File: src/rtl/egress_tx.sv
// Egress transmitter: parses header/length frames from a FIFO and
// streams them out through a 2-entry skid buffer with sop/eop tags.
module egress_tx #(
  parameter int LEN_BITS = 8
) (
  input  logic        clk,
  input  logic        reset,
  input  logic        fifo_empty,
  input  logic [31:0] fifo_dout,
  output logic        fifo_rd_en,
  input  logic        tx_ready,
  output logic        tx_valid,
  output logic [31:0] tx_data,
  output logic        tx_sop,
  output logic        tx_eop,
  output logic        busy,
  output logic [15:0] frame_cnt
);

  typedef enum logic {
    IDLE,
    PAYLOAD
  } state_t;

  state_t              state;
  state_t              state_nxt;
  logic [LEN_BITS-1:0] rem;
  logic [LEN_BITS-1:0] rem_nxt;
  logic [LEN_BITS-1:0] hdr_len;
  logic [1:0]          occ;
  logic                pend;
  // entries are {sop, eop, data}; buf0 is the oldest
  logic [33:0]         buf0;
  logic [33:0]         buf1;
  logic [33:0]         wr_entry;
  logic                tag_sop;
  logic                tag_eop;
  logic                pop;
  logic [2:0]          level;

  assign hdr_len  = fifo_dout[LEN_BITS-1:0];
  assign pop      = tx_valid && tx_ready;
  assign wr_entry = {tag_sop, tag_eop, fifo_dout};

  // Occupancy after this cycle's pop, counting the word in flight.
  assign level = {1'b0, occ} + {2'b0, pend} - {2'b0, pop};

  assign fifo_rd_en = !fifo_empty && !reset && (level < 3'd2);

  assign tx_valid = !reset && (occ != 2'd0);
  assign tx_data  = tx_valid ? buf0[31:0] : 32'd0;
  assign tx_sop   = tx_valid && buf0[33];
  assign tx_eop   = tx_valid && buf0[32];

  assign busy = !reset &&
                ((state != IDLE) || (occ != 2'd0) || pend);

  // Parser state register.
  always_ff @(posedge clk) begin
    if (reset) begin
      state <= IDLE;
      rem   <= '0;
    end else begin
      state <= state_nxt;
      rem   <= rem_nxt;
    end
  end

  // Parser next state and sop/eop tagging of the arriving word.
  always_comb begin
    state_nxt = state;
    rem_nxt   = rem;
    tag_sop   = 1'b0;
    tag_eop   = 1'b0;
    if (pend) begin
      unique case (state)
        IDLE: begin
          tag_sop = 1'b1;
          if (hdr_len == '0) begin
            tag_eop = 1'b1;
          end else begin
            rem_nxt   = hdr_len;
            state_nxt = PAYLOAD;
          end
        end
        PAYLOAD: begin
          rem_nxt = rem - LEN_BITS'(1);
          if (rem == LEN_BITS'(1)) begin
            tag_eop   = 1'b1;
            state_nxt = IDLE;
          end
        end
        default: begin
          state_nxt = IDLE;
        end
      endcase
    end
  end

  // Two-entry output buffer; pend marks read data arriving this cycle.
  always_ff @(posedge clk) begin
    if (reset) begin
      occ  <= 2'd0;
      pend <= 1'b0;
      buf0 <= '0;
      buf1 <= '0;
    end else begin
      pend <= fifo_rd_en;
      case ({pend, pop})
        2'b10: begin
          if (occ == 2'd0) buf0 <= wr_entry;
          else             buf1 <= wr_entry;
          occ <= occ + 2'd1;
        end
        2'b01: begin
          buf0 <= buf1;
          occ  <= occ - 2'd1;
        end
        2'b11: begin
          if (occ == 2'd2) begin
            buf0 <= buf1;
            buf1 <= wr_entry;
          end else begin
            buf0 <= wr_entry;
          end
        end
        default: begin
        end
      endcase
    end
  end

  // Count frames whose last word has been accepted downstream.
  always_ff @(posedge clk) begin
    if (reset) begin
      frame_cnt <= 16'd0;
    end else if (pop && buf0[32]) begin
      frame_cnt <= frame_cnt + 16'd1;
    end
  end

endmodule

File: config.mk
export PLATFORM = sky130hd
export DESIGN_NAME = egress_tx
export DESIGN_NICKNAME = d
export VERILOG_FILES = /design/src/rtl/egress_tx.sv
export SDC_FILE = /design/constraint.sdc
export NUM_CORES = 1
export LEC_CHECK = 0
export BUFFER_PORTS_ARGS = -buffer_cell sky130_fd_sc_hd__buf_4
export CORE_MARGIN = 2
export CORE_UTILIZATION = 49
export DETAILED_ROUTE_END_ITERATION = 8
export PLACE_DENSITY = 0.74
export SLEW_MARGIN = 20
export SYNTH_ARGS = -nofsm -noshare
export SYNTH_HDL_FRONTEND = slang
export SYNTH_SLANG_ARGS = --single-unit
File: constraint.sdc
create_clock -name clk -period 2.44 [get_ports clk]
set_clock_uncertainty 0.05 [all_clocks]
set_input_delay 0.122 -clock clk [delete_from_list [all_inputs] [get_ports clk]]
set_output_delay 0.122 -clock clk [all_outputs]
set_load 0.005 [all_outputs]
# Word level (Yosys, flattened, before mapping)
# Index checks and enable logic that the tools add are counted.
# word_totals
elab_cells	64
out_inout_bits	53
reg_bits	96
inputBits	36
# op_classes
eq_ne	9
add_sub_neg	6
n_mux	19
bitwise	1
reduce_logical	21
order_cmp	1
# ops
operator	n
$mux 34	4
$pmux 34 s3	1
$pmux 34 s2	1
$mux 32	1
$add 16x1->16 const B	1
$pmux 8 s2	1
$eq 8x1->1 const B	1
$logic_and 1x1->1	8
$logic_not 8->1	1
$mux 8	1
$ne 2x2->1 const B	4
$sub 8x1->8 const B	1
$mux 1	7
$eq 2x2->1 const B	3
$reduce_bool 2->1	3
$pmux 1 s2	2
$pmux 2 s2	1
$reduce_and 2->1	2
$add 2x1->3	1
$lt 3x2->1 const B	1
$reduce_and 3->1	1
$reduce_bool 3->1	1
$sub 3x1->3	1
$add 2x1->2 const B	1
6 further kinds	8

# Longest topological paths before layout
# depth
word_depth	6
depth_mapped	13

# Worst setup path after synthesis
# No wires, ideal clock.
# synth_path
path_type	register to output
start	register occ[0]
end	output port fifo_rd_en
required_time_ns	2.268
path_stages_with_launch	11
arrival_time_ns	2.362
slack_ns	-0.094
cell_sequence	dfxtp_1 -> buf_2 -> o21bai_4 -> inv_1 -> clkbuf_1 -> and2_1 -> ha_1 -> nand2b_1 -> fa_1 -> xor2_1 -> nor4b_1
# synth_via
elab_chain_len	6
# synth_lines
item	line_no	rtl
from (decl)	30	logic [1:0] occ;
from (signal assigned)	113	occ <= occ + 2'd1;
from (signal assigned)	117	occ <= occ - 2'd1;
branches (longest 3 deep; another with $add 2x1->3)	--	
$sub 3x1->3 *	46	assign level = {1'b0, occ} + {2'b0, pend} - {2'b0, pop};
$lt 3x2->1 *	48	assign fifo_rd_en = !fifo_empty && !reset && (level < 3'd2);
$logic_and 1x1->1 *	48	
to (decl)	10	output logic fifo_rd_en,
# Mark *: on every way between the ends.

# Worst setup path in the final report
# layout_path
start	register occ[1]
end	output port fifo_rd_en
# The elaborated chain is that of the path after synthesis.

==> impl_summary.txt <==
----------------------------------------------------
[Run status]
  Run status ... finished, violations left
  Violated checks ... setup timing

[Placed design]
  RePlAce Congestion ... 0.853
  IO buf count ... 88
  Total placed cells including tap cells ... 706
  Half-perimeter wire length of the detailed placement result ... 6.79 mm
  Post-Place Worst Slack ... 0.143 ns

[Drt]
  Mean number of vias per cell ... 5.54
  Remaining design rule violation count ... 0
  Detailed-route via count ... 4179
  Average routed wire per standard cell ... 14.0 µm
  Total length of routed wires ... 10.6 mm
  Drt first-iter violations ... 194
  Final antenna-violating net count ... 0
  Count of TritonRoute iterations in the first routing pass ... 5

[Floorplanning]
  Die Outline Area ... 0.00972 mm²
  Die Width ... 98.6 µm
  Area of the core ... 0.00868 mm²
  Starting Density ... 50.5%
  Total number of placement rows ... 34
  Top Ports ... 89
  Vertical die dimension ... 98.6 µm

[Timing]
  Worst-margin pin slew ... 1.04 ns
  Slew HR ... 30.7%
  Final cycle utilization of the critical path ... 102%
  Smallest setup slack after layout ... -0.0570 ns
  Min Tclk post-route ... 2.50 ns
  # setup viols final ... 1
  Achievable frequency ... 0.400 GHz
  Count of final hold-check violations ... 0
  Max-slew violations ... 0
  Unrepaired setup endpoints after global routing ... yes

[Worst setup path]
  Flop-to-flop setup slack ... 0.27 ns
  Required time worst endpoint ... 2.27 ns
  Type of destination of the critical path ... output pin
  Crit Reg-Reg Startpoint ... occ[1]$_SDFFE_PP0N_
  Crit path arrival time ... 2.32 ns
  Category of the critical setup timing path ... reg2out
  Startpoint type of the worst setup path ... register
  Number of cells on the worst reg-to-reg path ... 10
  Peak fanout along the critical path ... 4
  Crit path from ... occ[1]$_SDFFE_PP0N_
  Reg-to-reg endpoint ... buf0[32]$_SDFFE_PP0P_

[Global routing]
  Pin count of the biggest net entering global routing ... 99
  Global routing usage summed across all routing layers ... 21.7%
  Initial antenna violation count ... 0
  Overflow left after global routing ... 0
  Via count of the first global-routing pass ... 3785
  First-pass GRT wire length ... 17.5 mm

[Final layout]
  Fraction of final layout cells sized beyond drive strength 1 ... 21.5%
  Top library cells by usage in the layout, fill and taps aside ... buf_4 (106), dfxtp_1 (94), nand2_1 (78)
  Fillers ... 746
  Finished Core Util ... 66.2%
  Area of all sequential standard cells ... 0.00192 mm²
  Multi-input logic area ... 0.00232 mm²
  Leading cell type in the layout, fill and taps excluded ... buf_4
  Area growth from synthesis to layout ... 31.0%
  Final standard cell count with taps included and fillers excluded ... 755
  Final net count ... 687
  Number of antenna repair diodes ... 0

[Yosys]
  Cell area after technology mapping ... 0.00438 mm²
  Cell variety after synth ... 45
  Count of yosys warnings during synthesis ... 0
  Sequential element share of the synthesized area ... 43.8%
  Post-synthesis net count ... 579
  Most common flop cell mapped by yosys ... dfxtp_1
  Mapped Avg Cell Area ... 8.19 µm²
  Number of instances in the synthesized netlist ... 535
  Synth async-reset ratio ... 0%
  Number of register bits inferred by synthesis ... 96
  Count of flip-flops with a built-in enable after synthesis ... 0

[Clock network]
  Clock sinks ... 96
  Clock latency at the later pin of the worst-skew pair ... 0.36 ns
  Largest buffer count on any clock path ... 2
  Buffer type at the clock tree root ... clkbuf_8
  Clock slew at reported path FFs ... 0.09 ns
  Total CTS buffers ... 9
  H-tree lvl count ... 3
  CTS tree ... done

[Worst hold path]
  HP Start ... tx_ready
  Endpoint of the worst hold-timing path ... frame_cnt[5]$_SDFFE_PP0P_
  Hold path cells ... 5
  Worst min-delay path category ... in2reg

[Flow run]
  Max-cap check violation count ... 0

[Power]
  Total power per unit cell area ... 821 mW/mm²
  IR Drop Worst-Case VDD ... 0.000411 V
  Leakage Power ... 2.24 nW

----------------------------------------------------
[power by group]
part / internal [W] / switching [W] / total, W
registers: 0.00189 / 0.000178 / 0.00207
clock network: 0.000474 / 0.000557 / 0.00103
logic: 0.000704 / 0.000916 / 0.00162
total: 0.00307 / 0.00165 / 0.00472
[what timing repair did]
action                                 CTS  global route
resized for setup                        9             1
pin swaps                                5             1
hold buffers                            33             0
endpoints found under the hold margin   34             0
setup endpoints to repair                1             1
setup buffers                            1             0
[through the flow]
stage / area, µm² / total power, W / hold slack [ns] / setup TNS [ns]
2_1_floorplan: 4420 / 0.00314 / 0.151 / 0
5_1_grt: 5740 / 0.00505 / 0.255 / -0.154
6_report: 5740 / 0.00472 / 0.217 / -0.0570
3_5_place_dp: 5180 / 0.00364 / 0.270 / 0
4_1_cts: 5740 / 0.00474 / 0.197 / -0.105
3_3_place_gp: 5180 / 0.00359 / 0.274 / 0
[flip-flops by register name, summed over array words and instances, names as in the netlist]
name,cells
state,1
rem,8
frame_cnt,16
buf1,34
buf0,34
occ,2
pend,1
[worst max-delay path, cell delays in order, from the launching register on]
cell and delay (ns):
dfxtp_2 0.34, o21bai_4 0.14, inv_2 0.05, and2_4 0.14
ha_4 0.22, nand2b_4 0.14, fa_2 0.35, xor2_2 0.21
nor4b_4 0.23, buf_4 0.15
[cell usage after synthesis, types with 6 or more instances]
cell	n	area share (%)
and2_1	37	5.3
nand3_1	6	0.69
clkbuf_1	33	2.8
a21oi_1	52	5.9
nand2_1	78	6.7
dfxtp_1	96	44
a22oi_1	33	5.7
or3_1	8	1.1
nand4_1	6	0.86
nor2_1	52	4.5
or4_1	6	1.0
a211oi_1	36	6.2
inv_1	12	1.0
o21ai_0	12	1.4
ha_1	7	2.0
[kinds of logic (layout without fill, tap and decap cells)]
kind of cell | Yosys count | after routing | share of synthesized area [%]
compound gates | 158 | 158 | 24.2
xor+xnor | 9 | 9 | 1.80
fa+ha+maj | 8 | 8 | 2.45
buf+inv | 54 | 166 | 4.88
flops | 96 | 96 | 43.8
mux | 1 | 1 | 0.228
simple gates | 209 | 209 | 22.6
[area by class of cell]
type | instances | area share [%]
clock buffer | 9 | 2.16
clock inverter | 6 | 1.18
inverter | 12 | 0.784
tap | 108 | 2.35
sequential | 96 | 33.5
timing repair buffer | 139 | 19.6
multi-input combinational | 385 | 40.4
[worst max path at each step]
stage	end	slack, ns	cells past startpoint
final	fifo_rd_en	-0.06	9
after global routing	fifo_rd_en	-0.15	9
after global placement	fifo_rd_en	0.17	9
after CTS	fifo_rd_en	-0.11	9
after floorplan	buf1[10]$_SDFFE_PP0P_	0.01	10
after detailed placement	fifo_rd_en	0.14	9
[routing by layer]
layer	share of wire, %	GRT usage [%]	up-vias
met1	46	27.8	1958
met2	49	37.2	95
met3	4.1	3.90	14
met4	1.7	7.06	0
li1	-	-	2112
met5	0	0	-
Note: power is estimated with default switching activity, not from simulation.
